$ cat src/rtl/uart_rx.sv
// rtl/uart_rx.sv - 8N1 UART receiver with 16x oversampling and a one-byte output holding register
// Optional macro UART_RX_MAJORITY_EN: data/stop bits voted 2-of-3 over counter 13, 14, 15.
module uart_rx (
    input  logic       clk,
    input  logic       rst,
    input  logic       tick,
    input  logic       i_rx_en,
    input  logic       i_rx,
    output logic [7:0] o_data,
    output logic       o_valid,
    input  logic       i_ready,
    output logic       o_frame_err,
    output logic       o_overrun
);

    typedef enum logic [2:0] {
        IDLE  = 3'd0,
        START = 3'd1,
        DATA  = 3'd2,
        STOP  = 3'd3,
        FRERR = 3'd4
    } state_t;

    state_t      state, state_d;
    logic        rx_s1, rx_s2;
    logic [3:0]  cnt, cnt_d;
    logic [2:0]  idx, idx_d;
    logic [7:0]  shreg, shreg_d;
    logic [7:0]  data_d;
    logic        valid_d, ferr_d, ovr_d;
    logic        bit_val;

`ifdef UART_RX_MAJORITY_EN
    logic samp13, samp14;

    always_ff @(posedge clk or posedge rst) begin
        if (rst) begin
            samp13 <= 1'b1;
            samp14 <= 1'b1;
        end else if (tick && (state == DATA || state == STOP)) begin
            if (cnt == 4'd13) samp13 <= rx_s2;
            if (cnt == 4'd14) samp14 <= rx_s2;
        end
    end

    // The third vote is the live sample taken at counter 15.
    assign bit_val = (samp13 & samp14) | (samp13 & rx_s2) | (samp14 & rx_s2);
`else
    assign bit_val = rx_s2;
`endif

    always_ff @(posedge clk or posedge rst) begin
        if (rst) begin
            rx_s1       <= 1'b1;
            rx_s2       <= 1'b1;
            state       <= IDLE;
            cnt         <= 4'd0;
            idx         <= 3'd0;
            shreg       <= 8'h00;
            o_data      <= 8'h00;
            o_valid     <= 1'b0;
            o_frame_err <= 1'b0;
            o_overrun   <= 1'b0;
        end else begin
            rx_s1       <= i_rx;
            rx_s2       <= rx_s1;
            state       <= state_d;
            cnt         <= cnt_d;
            idx         <= idx_d;
            shreg       <= shreg_d;
            o_data      <= data_d;
            o_valid     <= valid_d;
            o_frame_err <= ferr_d;
            o_overrun   <= ovr_d;
        end
    end

    always_comb begin
        state_d = state;
        cnt_d   = cnt;
        idx_d   = idx;
        shreg_d = shreg;
        data_d  = o_data;
        valid_d = o_valid & ~i_ready;
        ferr_d  = 1'b0;
        ovr_d   = 1'b0;

        if (!i_rx_en) begin
            state_d = IDLE;
            cnt_d   = 4'd0;
            idx_d   = 3'd0;
            valid_d = 1'b0;
        end else if (tick) begin
            case (state)
                IDLE: begin
                    if (!rx_s2) begin
                        state_d = START;
                        cnt_d   = 4'd0;
                    end
                end
                START: begin
                    if (cnt == 4'd7) begin
                        // Start bit re-checked mid-bit; a short low pulse is dropped silently.
                        state_d = rx_s2 ? IDLE : DATA;
                        cnt_d   = 4'd0;
                        idx_d   = 3'd0;
                    end else begin
                        cnt_d = cnt + 4'd1;
                    end
                end
                DATA: begin
                    cnt_d = cnt + 4'd1;
                    if (cnt == 4'd15) begin
                        shreg_d = {bit_val, shreg[7:1]};
                        if (idx == 3'd7) state_d = STOP;
                        else             idx_d   = idx + 3'd1;
                    end
                end
                STOP: begin
                    cnt_d = cnt + 4'd1;
                    if (cnt == 4'd15) begin
                        if (bit_val) begin
                            state_d = IDLE;
                            if (!o_valid || i_ready) begin
                                data_d  = shreg;
                                valid_d = 1'b1;
                            end else begin
                                ovr_d = 1'b1;
                            end
                        end else begin
                            state_d = FRERR;
                            ferr_d  = 1'b1;
                        end
                    end
                end
                FRERR: begin
                    // Wait for the line to go idle so a held break does not retrigger.
                    if (rx_s2) begin
                        state_d = IDLE;
                        cnt_d   = 4'd0;
                    end
                end
                default: begin
                    state_d = IDLE;
                    cnt_d   = 4'd0;
                    idx_d   = 3'd0;
                end
            endcase
        end
    end

endmodule

$ cat config.mk
export PLATFORM = sky130hd
export DESIGN_NAME = uart_rx
export DESIGN_NICKNAME = d
export VERILOG_FILES = /design/src/rtl/uart_rx.sv
export SDC_FILE = /design/constraint.sdc
export NUM_CORES = 1
export LEC_CHECK = 0
export CORE_MARGIN = 2
export CORE_UTILIZATION = 30
export DETAILED_ROUTE_END_ITERATION = 8
export SYNTH_ARGS = -nofsm -noshare
export SYNTH_HDL_FRONTEND = slang
export SYNTH_SLANG_ARGS = --single-unit
$ cat constraint.sdc
create_clock -name clk -period 2.3 [get_ports clk]
set_input_delay 0.23 -clock clk [delete_from_list [all_inputs] [get_ports clk]]
set_output_delay 0.23 -clock clk [all_outputs]
set_load 0.01 [all_outputs]
==> impl_metrics.py, run 1 <==
metrics = {
    "floorplanning": {
        "rows": 24,
        "dieArea_mm2": 0.00523,
        "core_mm2": 0.00441,
        "pin_count": 17,
        "start_util_pct": 31.7,
        "die_x_um": 72.3,
        "fp.dieH_um": 72.3,
    },
    "clock_network": {
        "cts_root_buffer": "clkbuf_8",
        "cts_sinks": 31,
        "clkLatencyLatePin_ns": 0.28,
        "clkTransAtPathRegs_ns": 0.06,
        "cts_hold_buf": 0,
        "cts_tree": "yes",
        "htree_levels": 2,
        "clockBufferDepth": 2,
        "ctsResizeCount": 0,
        "cts_setup_buffers": 0,
        "cts_made_buffers": 5,
    },
    "cells_and_area": {
        "fill_cells": 417,
        "nets": 140,
        "diodes": 0,
        "drive_above_1_share_pct": 25.8,
        "final_cell_area_mm2": 0.00170,
        "areaGrowthSynthToFinish_pct": 21.5,
        "instances_no_fill": 184,
    },
    "synth": {
        "ys_seq_area_share_pct": 55.5,
        "ys_seq_elements": 31,
        "syn_area_per_cell_um2": 12.7,
        "yosys_warnings": 0,
        "synth_compound_area_share_pct": 11.2,
        "synth_edf_count": 0,
        "synth_mux_area_share_pct": 13.7,
        "syn_nets": 119,
        "post_synth_fa_ha_maj_area_fraction_pct": 2.68,
        "yosysUniqueCellTypes": 36,
        "yosysTopAreaCellShare_pct": 51.8,
        "synth-async-reset-ratio_pct": 100,
        "synth_largest_area_cell": "dfrtp_1",
        "synth_top_family_by_area": "multiplexers",
        "syn_area_mm2": 0.00140,
        "synth.area.top_cells": "dfrtp_1 52%, mux2_2 14%, dfstp_2 3.8%",
        "synth-simple-area-share_pct": 12.5,
        "synth-main-ff-cell": "dfrtp_1",
        "synth-xor-area-share_pct": 1.25,
        "synthCells": 110,
    },
    "critical_path": {
        "worstPathRequired_ns": 2.46,
        "r2r-end": "o_data[5]",
        "r2r_slack_ns": 0.24,
        "end_kind": "flip-flop",
        "worstSetupEndpoint": "o_data[5]",
        "r2r-start": "cnt[0]",
        "path_class": "reg -> reg",
        "critPathLaunch": "cnt[0]",
        "path_max_fanout": 8,
        "worstRegToRegCells": 5,
        "cp.arrival_ns": 2.21,
        "critPathLaunchType": "flip-flop",
    },
    "grt": {
        "gr-total-overflow": 0,
        "grt_pass1_wl_um": 4680,
        "antenna_found_initial": 0,
        "grt_pass1_vias": 1007,
        "track_usage_pct": 11.6,
        "grt_max_degree": 32,
    },
    "sta": {
        "slew-limit-headroom_pct": 63.7,
        "setup_violations": 0,
        "fmax_ghz": 0.486,
        "rsz0062_at_grt": "false",
        "tns_ns": 0,
        "maxSlewViolCount": 0,
        "worst_hold_slack_ns": 0.325,
        "finalCritPeriodShare_pct": 89.4,
        "tightest_slew_ns": 0.537,
        "hold_viol": 0,
        "skew_ns": 0.00559,
        "fin_crit_ns": 2.06,
    },
    "place": {
        "portBuffers": 16,
        "post_dp_cell_area_mm2": 0.00162,
        "hpwl_um": 1870,
        "gp_congestion": 0.788,
        "post-place-cells": 176,
    },
    "detailed_routing": {
        "ant_nets": 0,
        "wl_per_cell_um": 14.3,
        "num_vias": 948,
        "remaining_drc_errors": 0,
        "drt-pass1-iter-count": 4,
        "drt-vias-per-instance": 5.15,
        "routed_wl_um": 2640,
        "dr.first_iter.drc_count": 52,
    },
    "power": {
        "p_total_mw": 1.07,
        "p_leak_nw": 0.756,
        "p_per_area_mw_per_mm2": 629,
        "peakVddDrop_mv": 0.307,
    },
    "outcome": {
        "status": "finished, final reports clean",
    },
    "worst_hold_path": {
        "hold_class": "in -> async",
    },
    "job": {
        "cap_viol_max_count": 0,
    },
}
==> worst min path at each step <==
stage          cells after the start          end  slack (ns)
6_report                           3  o_frame_err        0.33
5_1_grt                            1        rx_s1        0.35
4_1_cts                            3     state[2]        0.33
3_5_place_dp                       0      bit_val        0.35
3_3_place_gp                       0      bit_val        0.35
2_1_floorplan                      0        rx_s1        0.23
==> critical path, stage by stage, from the launching register on <==
cell and delay, ns:
dfrtp_1 0.39, ha_1 0.21, and2_1 0.36, nand3_4 0.16, nor3_4 0.43, mux2_2 0.39
==> registers in the layout (all words and copies together) (netlist names) <==
| signal | flops |
|---|---|
| bit_val | 1 |
| shreg | 8 |
| cnt | 4 |
| o_overrun | 1 |
| o_data | 8 |
| o_frame_err | 1 |
| state | 3 |
| rx_s1 | 1 |
| idx | 3 |
| o_valid | 1 |
==> report_power, final <==
group,switching (mW),internal [mW],leakage [nW],total [mW]
clock,0.187,0.215,0.0395,0.401
combinational,0.0528,0.0338,0.293,0.0867
sequential,0.0230,0.560,0.424,0.583
==> per-stage QoR <==
stage / setup WS [ns] / utilization, %
2_1_floorplan: 0.547 / -
3_5_place_dp: 0.236 / 36.8
4_1_cts: 0.209 / 38.6
5_1_grt: 0.0283 / 38.6
6_report: 0.243 / 38.6
3_3_place_gp: 0.281 / 36.8
==> cells in the final DEF (no fill, tap or decap), drive strengths merged, types with 2 or more instances in the layout <==
cell / synthesis / layout
buf: 5 / 4
clkbuf: 1 / 8
nor2b: 2 / 2
o21ai: 6 / 6
nand2b: 3 / 3
dfrtp: 29 / 29
nor2: 4 / 4
a22o: 2 / 2
inv: 3 / 3
o41ai: 3 / 3
nand2: 6 / 6
ha: 3 / 3
nor4b: 2 / 2
dfstp: 2 / 2
o31ai: 2 / 2
mux2: 17 / 17
a31oi: 2 / 2
clkdlybuf4s50: 0 / 16
nor3: 3 / 3
nand3: 2 / 2
==> Yosys cell counts (all sizes together), types with 3 or more instances <==
cell,instances
buf,5
dfrtp,29
ha,3
inv,3
mux2,17
nand2,6
nand2b,3
nor2,4
nor3,3
o21ai,6
o41ai,3
==> layer usage <==
metal | global-route usage [%] | up-vias | share of wire (%)
li1 | - | 441 | -
met1 | 14.2 | 484 | 44
met2 | 18.6 | 21 | 50
met3 | 4.58 | 2 | 4.7
met4 | 4.40 | 0 | 0.38
met5 | 0 | - | 0
==> layout make-up <==
cell class                 instances  area (µm²)  area share (%)
inverter                           3        11.3           0.661
tap                               52        65.1            3.82
sequential                        31         778            45.7
timing repair buffer              20         190            11.2
multi-input combinational         70         578            33.9
clock buffer                       8        80.1            4.70
==> cell families after synthesis <==
kind of cell,Yosys count
buffers and inverters,9
adder cells (fa/ha/maj),3
flip-flops,31
AO/OA/AOI/OAI,22
multiplexers,17
XOR/XNOR,2
AND/OR/NAND/NOR,26
Note: power is estimated with default switching activity, not from simulation.
==> inputs of run 2 (changes only) <==
--- a/config.mk
+++ b/config.mk
@@ -5,6 +5,7 @@
 export SDC_FILE = /design/constraint.sdc
 export NUM_CORES = 1
 export LEC_CHECK = 0
+export ABC_AREA = 1
 export CORE_MARGIN = 2
 export CORE_UTILIZATION = 30
 export DETAILED_ROUTE_END_ITERATION = 8
==> impl_metrics.py, run 2 <==
metrics = {
    "outcome": {
        "status": "finished, final reports clean",
    },
    "cells_and_area": {
        "seqCellArea_um2": 778,
        "final_common_cell": "nand2_1",
        "areaGrowthSynthToFinish_pct": 20.1,
        "fill_cells": 541,
        "largestRegisters": "o_data x8, shreg x8, cnt x4",
        "final_cell_mix": "41 x nand2_1, 29 x dfrtp_1, 17 x inv_1, 17 x o21ai_2, 16 x clkdlybuf4s50_1",
        "drive_above_1_share_pct": 25.0,
        "diodes": 0,
        "nets": 212,
        "multi_input_area_um2": 776,
        "instances_no_fill": 276,
    },
    "floorplanning": {
        "dieArea_mm2": 0.00620,
        "fp.dieH_um": 78.8,
        "pin_count": 17,
        "start_util_pct": 30.8,
        "core_mm2": 0.00544,
        "die_x_um": 78.8,
        "rows": 27,
    },
    "detailed_routing": {
        "drt-pass1-iter-count": 4,
        "routed_wl_um": 2950,
        "ant_nets": 0,
        "remaining_drc_errors": 0,
        "num_vias": 1229,
        "drt-vias-per-instance": 4.45,
        "dr.first_iter.drc_count": 91,
        "wl_per_cell_um": 10.7,
    },
    "sta": {
        "fin_crit_ns": 1.59,
        "fmax_ghz": 0.631,
        "tns_ns": 0,
        "tightest_slew_ns": 0.418,
        "finalCritPeriodShare_pct": 69.0,
        "maxSlewViolCount": 0,
        "slew-limit-headroom_pct": 72.1,
        "hold_viol": 0,
        "rsz0062_at_grt": "false",
        "skew_ns": 0.00753,
        "setup_violations": 0,
    },
    "power": {
        "p_leak_nw": 0.905,
        "p_per_area_mw_per_mm2": 735,
        "peakVddDrop_mv": 0.238,
    },
    "grt": {
        "gr-total-overflow": 0,
        "grt_pass1_vias": 1200,
        "grt_pass1_wl_um": 5370,
        "track_usage_pct": 10.7,
        "grt_max_degree": 32,
        "antenna_found_initial": 0,
    },
    "critical_path": {
        "path_max_fanout": 16,
        "end_kind": "flip-flop",
        "worstRegToRegCells": 6,
        "worstPathRequired_ns": 2.46,
        "path_class": "reg -> reg",
        "cp.arrival_ns": 1.75,
        "critPathLaunchType": "flip-flop",
    },
    "synth": {
        "synth-simple-area-share_pct": 31.4,
        "synth_mux_area_share_pct": 0,
        "synth-async-reset-ratio_pct": 100,
        "syn_area_mm2": 0.00168,
        "synth.area.top_cells": "dfrtp_1 43%, nand2_1 9.2%, o21ai_2 8.9%",
        "synth_compound_area_share_pct": 12.6,
        "synth_edf_count": 0,
        "yosysUniqueCellTypes": 28,
        "yosysTopAreaCellShare_pct": 43.3,
        "post_synth_fa_ha_maj_area_fraction_pct": 2.24,
        "ys_seq_area_share_pct": 46.4,
        "synth_largest_area_cell": "dfrtp_1",
        "netlist_top_cells_count": "41 x nand2_1, 29 x dfrtp_1, 17 x inv_1, 17 x o21ai_2, 12 x nor2_1",
        "yosys_warnings": 0,
        "yosysMostFrequentCell": "nand2_1",
        "synth-xor-area-share_pct": 0,
        "synthCells": 183,
        "synth_top_family_by_area": "simple AND/OR/NAND/NOR gates",
        "syn_nets": 192,
        "synth-main-ff-cell": "dfrtp_1",
        "syn_area_per_cell_um2": 9.16,
        "ys_seq_elements": 31,
    },
    "clock_network": {
        "clkLatencyLatePin_ns": 0.28,
        "htree_levels": 2,
        "cts_root_buffer": "clkbuf_8",
        "cts_tree": "yes",
        "clockBufferDepth": 2,
        "cts_made_buffers": 5,
        "clkTransAtPathRegs_ns": 0.07,
        "ctsResizeCount": 0,
        "cts_hold_buf": 0,
        "cts_setup_buffers": 0,
        "cts_sinks": 31,
    },
    "job": {
        "cap_viol_max_count": 0,
    },
    "place": {
        "hpwl_um": 2110,
        "portBuffers": 16,
        "gp_congestion": 0.756,
        "post-place-cells": 268,
    },
    "worst_hold_path": {
        "hold_class": "in -> async",
    },
}
-- run 2: cell types whose count changed in the layout (fill, tap and decap cells not counted), moves of 5 or more --
| cell | change |
|---|---|
| nand3_1 | +10 |
| inv_1 | +14 |
| o21ai_2 | +17 |
| o21ai_1 | +5 |
| mux2_2 | -17 |
| nand2_1 | +35 |
| nor2_1 | +9 |
-- run 2: final cells by class --
cell class / count / share of cell area, %
sequential: 31 / 38.6
multi-input combinational: 127 / 38.5
timing repair buffer: 18 / 8.70
tap: 72 / 4.47
clock buffer: 6 / 4.10
inverter: 20 / 3.85
clock inverter: 2 / 1.74
-- run 2: cell families (layout without fill, tap and decap cells) --
kind of cell | Yosys count | in the layout
compound gates | 29 | 29
fa+ha+maj | 3 | 3
buf+inv | 25 | 46
flops | 31 | 31
simple gates | 95 | 95
-- run 2: per-layer routing --
layer / vias up / track usage (%) / part of all wire, %
met5: - / 0 / 0
met4: 0 / 5.26 / 2.2
met3: 5 / 1.93 / 3.3
met2: 16 / 16.0 / 43
met1: 568 / 15.0 / 51
li1: 640 / - / -
-- run 2: path summary, 6_finish.rpt --
check | start | to | slack, ns
worst max-delay path | cnt[0] | o_data[0] | 0.71
worst min-delay path | rst | o_valid | 0.33
worst max register to register | cnt[0] | o_data[0] | 0.71
worst min register to register | rx_s1 | bit_val | 0.36
max in group asynchronous | rst | rx_s1 | 1.65
min in group clk | rx_s1 | bit_val | 0.36
-- run 2: worst max-delay path, cell delays in order (launching register included) --
cell and delay [ns]:
dfrtp_1 0.39, ha_1 0.27, nand3_4 0.17, nor2_8 0.16
nand4_4 0.26, nand2_1 0.16, o21ai_2 0.06
-- run 2: where the power goes --
group	switching (mW)	total [mW]	internal [mW]
Clock	0.202	0.552	0.350
Sequential	0.0608	0.635	0.574
Combinational	0.187	0.293	0.107
-- run 2: stage by stage --
step / total power, mW / instance area, µm² / worst slack [ns] / hold WS (ns) / utilization, %
detailed placement: 0.941 / 1900 / 0.527 / 0.347 / 34.9
global placement: 0.943 / 1900 / 0.555 / 0.345 / 34.9
global route: 1.57 / 2010 / 0.551 / 0.362 / 37.0
floorplan: 0.895 / 1680 / 0.932 / 0.234 / -
CTS: 1.50 / 2010 / 0.709 / 0.346 / 37.0
finish: 1.48 / 2010 / 0.714 / 0.334 / 37.0
